<file path="config.mk">
export PLATFORM = sky130hd
export DESIGN_NAME = etapa_decodificacion
export DESIGN_NICKNAME = d
export VERILOG_FILES = /design/src/rtl/etapa_decodificacion.sv
export SDC_FILE = /design/constraint.sdc
export NUM_CORES = 1
export LEC_CHECK = 0
export BUFFER_PORTS_ARGS = -buffer_cell sky130_fd_sc_hd__buf_2
export CORE_ASPECT_RATIO = 1.1
export CORE_MARGIN = 2
export CORE_UTILIZATION = 25
export CTS_CLUSTER_SIZE = 10
export DETAILED_ROUTE_END_ITERATION = 10
export GPL_TIMING_DRIVEN = 0
export MAX_ROUTING_LAYER = met4
export PLACE_DENSITY = 0.52
export SLEW_MARGIN = 20
export SYNTH_ARGS = -nofsm -noshare
export SYNTH_HDL_FRONTEND = slang
export SYNTH_SLANG_ARGS = --single-unit
</file>
<file path="constraint.sdc">
create_clock -name clk -period 3.4 [get_ports clk]
set_input_delay 0 -clock clk [delete_from_list [all_inputs] [get_ports clk]]
set_output_delay 0 -clock clk [all_outputs]
set_load 0.005 [all_outputs]
</file>
<file path="src/rtl/etapa_decodificacion.sv">
// Decode stage: buffers fetched instruction words in a small FIFO and
// presents one registered, field-split instruction at a time to execute.
module etapa_decodificacion #(
  parameter int unsigned DATA_W = 32,
  parameter int unsigned DEPTH  = 2,
  parameter int unsigned CNT_W  = 16
) (
  input  logic              clk,
  input  logic              reset,
  input  logic [DATA_W-1:0] instr_in,
  input  logic              instr_valid,
  output logic              instr_ready,
  input  logic              stall,
  input  logic              flush,
  output logic              dec_valid,
  output logic [3:0]        cond,
  output logic [1:0]        op,
  output logic [5:0]        funct,
  output logic [3:0]        rn,
  output logic [3:0]        rd,
  output logic [11:0]       src2,
  output logic              imm,
  output logic              is_branch,
  output logic              is_mem,
  output logic              illegal,
  output logic [CNT_W-1:0]  instr_count
);

  localparam int unsigned PTR_W = (DEPTH > 1) ? $clog2(DEPTH) : 1;
  localparam int unsigned OCC_W = $clog2(DEPTH + 1);

  logic [DATA_W-1:0] mem [DEPTH];
  logic [PTR_W-1:0]  wr_ptr;
  logic [PTR_W-1:0]  rd_ptr;
  logic [OCC_W-1:0]  occ;
  logic [DATA_W-1:0] word_q;

  logic full;
  logic empty;
  logic push;
  logic load;
  logic pop;

  assign full  = (occ == OCC_W'(DEPTH));
  assign empty = (occ == '0);

  // Readiness comes from registered occupancy only, so a same-cycle pop
  // never frees a slot for a push.
  assign instr_ready = reset & ~full;
  assign push        = instr_valid & instr_ready & ~flush;
  assign load        = ~flush & (~dec_valid | ~stall);
  assign pop         = load & ~empty;

  // FIFO storage; contents need no reset since occupancy gates every read.
  always_ff @(posedge clk) begin
    if (push) begin
      mem[wr_ptr] <= instr_in;
    end
  end

  // FIFO pointers and occupancy; flush empties the buffer outright.
  always_ff @(posedge clk or negedge reset) begin
    if (!reset) begin
      wr_ptr <= '0;
      rd_ptr <= '0;
      occ    <= '0;
    end else if (flush) begin
      wr_ptr <= '0;
      rd_ptr <= '0;
      occ    <= '0;
    end else begin
      if (push) begin
        wr_ptr <= wr_ptr + 1'b1;
      end
      if (pop) begin
        rd_ptr <= rd_ptr + 1'b1;
      end
      if (push && !pop) begin
        occ <= occ + OCC_W'(1);
      end else if (pop && !push) begin
        occ <= occ - OCC_W'(1);
      end
    end
  end

  // Decode output register: loads the FIFO head when downstream can take
  // it; an empty FIFO leaves a bubble but keeps the last fields visible.
  always_ff @(posedge clk or negedge reset) begin
    if (!reset) begin
      word_q    <= '0;
      dec_valid <= 1'b0;
    end else if (flush) begin
      word_q    <= '0;
      dec_valid <= 1'b0;
    end else if (load) begin
      if (pop) begin
        word_q    <= mem[rd_ptr];
        dec_valid <= 1'b1;
      end else begin
        dec_valid <= 1'b0;
      end
    end
  end

  // Counts instructions actually handed to execute.
  always_ff @(posedge clk or negedge reset) begin
    if (!reset) begin
      instr_count <= '0;
    end else if (dec_valid && !stall && !flush) begin
      instr_count <= instr_count + 1'b1;
    end
  end

  // Fields are slices of the registered word, so flags clear with it.
  assign cond      = word_q[31:28];
  assign op        = word_q[27:26];
  assign funct     = word_q[25:20];
  assign rn        = word_q[19:16];
  assign rd        = word_q[15:12];
  assign src2      = word_q[11:0];
  assign imm       = word_q[25];
  assign is_branch = (word_q[27:26] == 2'b10);
  assign is_mem    = (word_q[27:26] == 2'b01);
  assign illegal   = (word_q[27:26] == 2'b11);

endmodule

</file>
==> results.json, run 1 <==
{
  "status": "complete, no violations",
  "worst-setup-path-type": "primary input to flop",
  "layout_common_cells": "buf_2, edfxtp_1, dfrtp_1",
  "cp_max_fo": 56,
  "cts_buffers": 17,
  "syn_area_mm2": 0.004456,
  "diodes": 0,
  "drv_cap": 0,
  "grt_pass1_wl_um": 16240,
  "grt_util_all_layers_pct": 11.85,
  "post-route-period-util_pct": 75.00,
  "path_cells": "dlygate4sd3_1, buf_4, nand3_1, nor3_2, buf_4, buf_4",
  "ys.warnings.count": 0,
  "rows": 51,
  "postRouteAntennaNets": 0,
  "p_clk_share_pct": 49.0,
  "cp-start-kind": "primary input",
  "slowest_stage": "buf_4",
  "combPwrFrac_pct": 7.1,
  "synth_cell_type_count": 30,
  "cts_sinks": 117,
  "hpwl_um": 6748,
  "required_ns": 3.51,
  "p_sw_share_pct": 22.12,
  "hp-class": "primary input to flop",
  "cp.arrival_ns": 2.66,
  "tritoncts": "done",
  "path_common_cell": "buf_4",
  "final_common_cell": "buf_2",
  "htreeDepth": 4,
  "power_frac_seq_pct": 44.0,
  "power.density_mw_per_mm2": 583.1,
  "fin_hold_ws_ns": 0.02296,
  "wl_um": 10180,
  "synth_fp_nets": 330,
  "layout.nets": 480,
  "tightest_slew_ns": 0.7600,
  "post_cts_buffers": 0,
  "place_congestion": 0.7036,
  "maxSlewViolCount": 0,
  "setup_viol": 0,
  "ys_seq_elements": 117,
  "die-area_mm2": 0.01891,
  "num_io_pins": 91,
  "antenna_found_initial": 0,
  "max_slew_margin_pct": 49.34,
  "die_y_um": 144.0,
  "io_buffer_count": 90,
  "min_period_ns": 2.550,
  "postCtsResizedCells": 0,
  "max_freq_ghz": 0.3922,
  "synth.avg_cell_area_um2": 15.26,
  "leakagePower_nw": 2.571,
  "critPathMaxStageDelay_ns": 0.61,
  "max-vdd-ir-drop_mv": 0.3234,
  "dr.pass1.iters": 4,
  "hold_viol": 0,
  "finClkSkew_ns": 0.006249,
  "start_util_pct": 25.30,
  "end_kind": "flop",
  "drtIter0Drc": 129,
  "setup-tns-final_ns": 0,
  "drive_above_1_share_pct": 30.33,
  "fillerInstances": 1775,
  "grt_pass1_vias": 2987,
  "drc_errors": 0,
  "core_mm2": 0.01761,
  "grt_max_degree": 57,
  "seq_area_frac_synth_pct": 72.90,
  "clkTransAtPathRegs_ns": 0.05,
  "clk_latency_ns": 0.41,
  "cts_buffer_depth": 2,
  "grt_overflow_total": 0,
  "vias": 2876,
  "dieWidth_um": 131.3,
  "grt_setup_unrepaired": "no",
  "routed_via_density": 4.150,
  "p_sw_uw": 802.1,
  "routedWlPerCell_um": 14.69,
  "intPower_mw": 2.824,
  "syn2layout_area_growth_pct": 39.60,
  "cts_root_buffer": "clkbuf_16",
  "syn_inst": 292
}
-- final timing paths --
| path | start | endpoint | slack (ns) | cells after the start |
|---|---|---|---|---|
| hold / removal | flush | instr_count[0] | 0.02 | 3 |
| max in group asynchronous | reset | word_q[28] | 2.68 | 2 |
| setup / recovery | reset | mem[0][30] | 0.85 | 6 |
| min in group asynchronous | reset | instr_count[2] | 0.23 | 2 |
| setup reg to reg | occ[1] | mem[0][30] | 1.23 | 5 |
| hold reg to reg | instr_count[15] | instr_count[15] | 0.47 | 1 |
-- layer usage --
layer / vias up / routed length (um) / track usage (%)
li1: 1387 / - / -
met5: - / 0 / -
met4: 0 / 155 / 4.291
met2: 78 / 4827 / 19.34
met3: 14 / 442 / 3.926
met1: 1397 / 4755 / 13.82
-- cells by family after synthesis --
| group | Yosys count | share of synthesized area (%) |
|---|---|---|
| DFF | 117 | 72.90 |
| buffers and inverters | 18 | 1.909 |
| adders and majority gates | 1 | 0.2808 |
| AOI/OAI and AO/OA | 36 | 5.954 |
| xor gates and xnor gates | 18 | 3.538 |
| and+or+nand+nor | 68 | 7.751 |
| muxes | 34 | 7.666 |
-- state kept, by name (all words and copies together), names as in the netlist --
name and cells:
dec_valid 1, instr_count 16, mem 64, occ 2, rd_ptr 1, word_q 32, wr_ptr 1
-- power by group through the flow --
| stage | clock [mW] | sequential (mW) | combinational (mW) |
|---|---|---|---|
| global placement | 0 | 1.62 | 0.218 |
| CTS | 1.83 | 1.59 | 0.263 |
| finish | 1.78 | 1.59 | 0.256 |
| detailed placement | 0 | 1.62 | 0.232 |
| global route | 1.91 | 1.60 | 0.288 |
| floorplan | 0 | 1.62 | 0.106 |
-- worst max-delay path, delay by kind of cell --
kind / cells / cell delay, ns
and+or+nand+nor: 2 / 1.00
buffers and inverters: 4 / 1.65
-- cells in the mapped netlist --
library cell	n	area (um^2)
a211oi_1	32	240.2
a21oi_1	2	10.01
a31oi_1	1	6.260
and2_1	3	18.77
and3_1	2	12.51
and4_1	4	35.03
buf_1	3	11.26
buf_2	8	40.04
buf_4	2	15.01
clkbuf_1	4	15.01
dfrtp_1	53	1326
edfxtp_1	64	1922
ha_1	1	12.51
inv_1	1	3.750
mux2_1	1	11.26
mux2i_1	33	330.3
nand2_1	5	18.77
nand2b_1	1	6.260
nand3_1	5	25.02
nand4_1	4	25.02
nand4bb_1	1	11.26
nor2_1	36	135.1
nor2b_1	3	18.77
nor3_1	1	5.000
nor3b_1	1	7.510
nor3b_4	1	18.77
o2111ai_1	1	8.760
or4_1	1	7.510
xnor2_1	12	105.1
xor2_1	6	52.55
-- what timing repair did --
| item | CTS | global route |
|---|---|---|
| hold endpoints to repair | 120 | 0 |
| hold buffers | 35 | 0 |
| endpoints found under the setup margin | 0 | 0 |
-- final cells by class --
| class | count | area (um^2) | area share [%] |
|---|---|---|---|
| well taps | 238 | 297.8 | 4.788 |
| repair buffers | 131 | 859.6 | 13.82 |
| clock inverters | 14 | 161.4 | 2.595 |
| plain buffers | 17 | 81.33 | 1.308 |
| multi-input cells | 157 | 1139 | 18.31 |
| clock buffers | 18 | 429.2 | 6.900 |
| inverters | 1 | 3.754 | 0.06035 |
| flip-flops and latches | 117 | 3248 | 52.22 |
-- through the flow --
stage	power [mW]	area, um^2	setup slack (ns)	utilization (%)	std cells
6_report	3.627	6220	0.8502	35.32	693
3_3_place_gp	1.839	5209	-2.826	29.58	620
5_1_grt	3.793	6220	0.5890	35.32	693
4_1_cts	3.687	6220	0.7696	35.32	693
3_5_place_dp	1.853	5279	0.8834	29.97	626
2_1_floorplan	1.725	4461	0.03175	-	292
(Power assumes the default switching activity.)
==> run 2: changes to the inputs <==
--- a/config.mk
+++ b/config.mk
@@ -13,7 +13,7 @@
 export DETAILED_ROUTE_END_ITERATION = 10
 export GPL_TIMING_DRIVEN = 0
 export MAX_ROUTING_LAYER = met4
-export PLACE_DENSITY = 0.52
+export PLACE_DENSITY = 0.51
 export SLEW_MARGIN = 20
 export SYNTH_ARGS = -nofsm -noshare
 export SYNTH_HDL_FRONTEND = slang
==> constraint.sdc (replaced) <==
create_clock -name clk -period 2.6 [get_ports clk]
set_input_delay 0 -clock clk [delete_from_list [all_inputs] [get_ports clk]]
set_output_delay 0 -clock clk [all_outputs]
set_load 0.005 [all_outputs]
==> run 2 against run 1 <==
  * Clock power increased by 26%
  * Sequential power increased by 31%
  * Critical path depth is the same
  * Largest cell class unchanged
  * Worst hold slack improved by 0.011 ns
==> results.json, run 2 (synthesized netlist as in run 1, its figures left out) <==
{
  "status": "complete, no violations",
  "die_y_um": 144.0,
  "grt_setup_unrepaired": "no",
  "final_cell_area_mm2": 0.006284,
  "worstSetupStartpoint": "reset",
  "hp-class": "primary input to flop",
  "reg.largest.list": "mem (64), word_q (32), instr_count (16)",
  "final_common_cell": "buf_2",
  "grt_pass1_wl_um": 15840,
  "drv_cap": 0,
  "htreeDepth": 4,
  "setup_viol": 0,
  "grt_max_degree": 57,
  "cts_buffer_depth": 2,
  "cp-start-kind": "primary input",
  "dieWidth_um": 131.3,
  "cp.arrival_ns": 2.21,
  "num_io_pins": 91,
  "setup-tns-final_ns": 0,
  "routedWlPerCell_um": 14.22,
  "grt_busiest_layer": "met2",
  "r2r.worst_path.cells": 5,
  "layout_common_cells": "buf_2, edfxtp_1, dfrtp_1",
  "max_slew_margin_pct": 52.05,
  "placed_cell_area_mm2": 0.005289,
  "rows": 51,
  "regMostFlops": "mem",
  "syn2layout_area_growth_pct": 41.03,
  "drc_errors": 0,
  "fin_util_pct": 35.68,
  "cp_max_fo": 56,
  "die-area_mm2": 0.01891,
  "start_util_pct": 25.30,
  "grt_use_met3_pct": 3.505,
  "drive_above_1_share_pct": 31.74,
  "leakagePower_nw": 2.601,
  "fin_hold_ws_ns": 0.03399,
  "grt_util_met2_pct": 18.61,
  "hpwl_um": 6684,
  "power.density_mw_per_mm2": 743.8,
  "max-vdd-ir-drop_mv": 0.4239,
  "max_freq_ghz": 0.4774,
  "worst-setup-path-type": "primary input to flop",
  "dr.pass1.iters": 4,
  "grt_pass1_vias": 3010,
  "clkTransAtPathRegs_ns": 0.06,
  "fillerInstances": 1749,
  "hold_viol": 0,
  "post-route-period-util_pct": 80.56,
  "wl_um": 9923,
  "grt_util_all_layers_pct": 11.51,
  "finClkSkew_ns": 0.008870,
  "drtIter0Drc": 83,
  "vias": 2881,
  "core_mm2": 0.01761,
  "postRouteAntennaNets": 0,
  "grt_overflow_total": 0,
  "min_period_ns": 2.094,
  "r2r-start": "occ[1]",
  "required_ns": 2.71,
  "antenna_found_initial": 0,
  "tritoncts": "done",
  "largest_reg_flops": 64,
  "cts_buffers": 17,
  "diodes": 0,
  "clk_latency_ns": 0.41,
  "routed_via_density": 4.128,
  "grt_use_met1_pct": 13.36,
  "place_congestion": 0.7164,
  "cts_sinks": 117,
  "cts_root_buffer": "clkbuf_16",
  "tightest_slew_ns": 0.7193,
  "postCtsResizedCells": 0,
  "crit_end": "mem[0][27]",
  "end_kind": "flop",
  "r2r_end": "mem[0][27]",
  "io_buffer_count": 90,
  "r2r_slack_ns": 0.82,
  "maxSlewViolCount": 0,
  "layout.nets": 486
}
==> run 2: repair_timing <==
action,CTS,global route
endpoints found under the hold margin,120,0
setup endpoints to repair,0,47
hold buffers,34,0
setup buffers,0,9
==> run 2: cell type report <==
class | count | area (um^2) | share of cell area (%)
Buffer | 17 | 81.33 | 1.294
Clock buffer | 19 | 442.9 | 7.049
Clock inverter | 12 | 131.4 | 2.091
Inverter | 1 | 3.754 | 0.05974
Multi-Input combinational cell | 157 | 1145 | 18.22
Sequential cell | 117 | 3248 | 51.69
Tap cell | 238 | 297.8 | 4.739
Timing Repair Buffer | 137 | 933.4 | 14.85
==> run 2: worst min path at each step <==
stage               slack, ns         from             end  depth (start not counted)
global route             0.02  instr_valid          occ[1]                          4
global placement         0.19  instr_in[0]       mem[0][0]                          1
CTS                     0.006  instr_valid          occ[1]                          4
finish                   0.03  instr_valid          occ[1]                          4
floorplan               -0.30        reset       dec_valid                          0
detailed placement       0.12        reset  instr_count[2]                          1
==> run 2: stage by stage <==
| stage | power (mW) | setup WS, ns | instances |
|---|---|---|---|
| 2_1_floorplan | 2.256 | 0.1342 | 292 |
| 3_3_place_gp | 2.403 | -1.812 | 620 |
| 3_5_place_dp | 2.420 | 0.1072 | 624 |
| 4_1_cts | 4.740 | 0.006429 | 689 |
| 5_1_grt | 4.880 | 0.2580 | 698 |
| 6_report | 4.674 | 0.5055 | 698 |
==> run 2: worst max-delay path, cell delays in order <==
cell and delay, ns:
dlygate4sd3_1 0.53, buf_4 0.58, nand3_1 0.44, nor3_4 0.31, buf_12 0.16, buf_8 0.16
==> run 2: per-layer routing <==
metal  wire, um  vias to the layer above
li1           -                     1395
met1       4619                     1397
met2       4771                       73
met3        388                       16
met4        144                        0
met5          0                        -
==> run 2: report_power, final <==
part	switching (mW)	total, mW	internal (mW)	leakage [nW]
clock network	0.823	2.25	1.43	0.271
logic	0.171	0.339	0.168	1.03
registers	0.0483	2.08	2.04	1.30
total	1.04	4.67	3.63	2.60
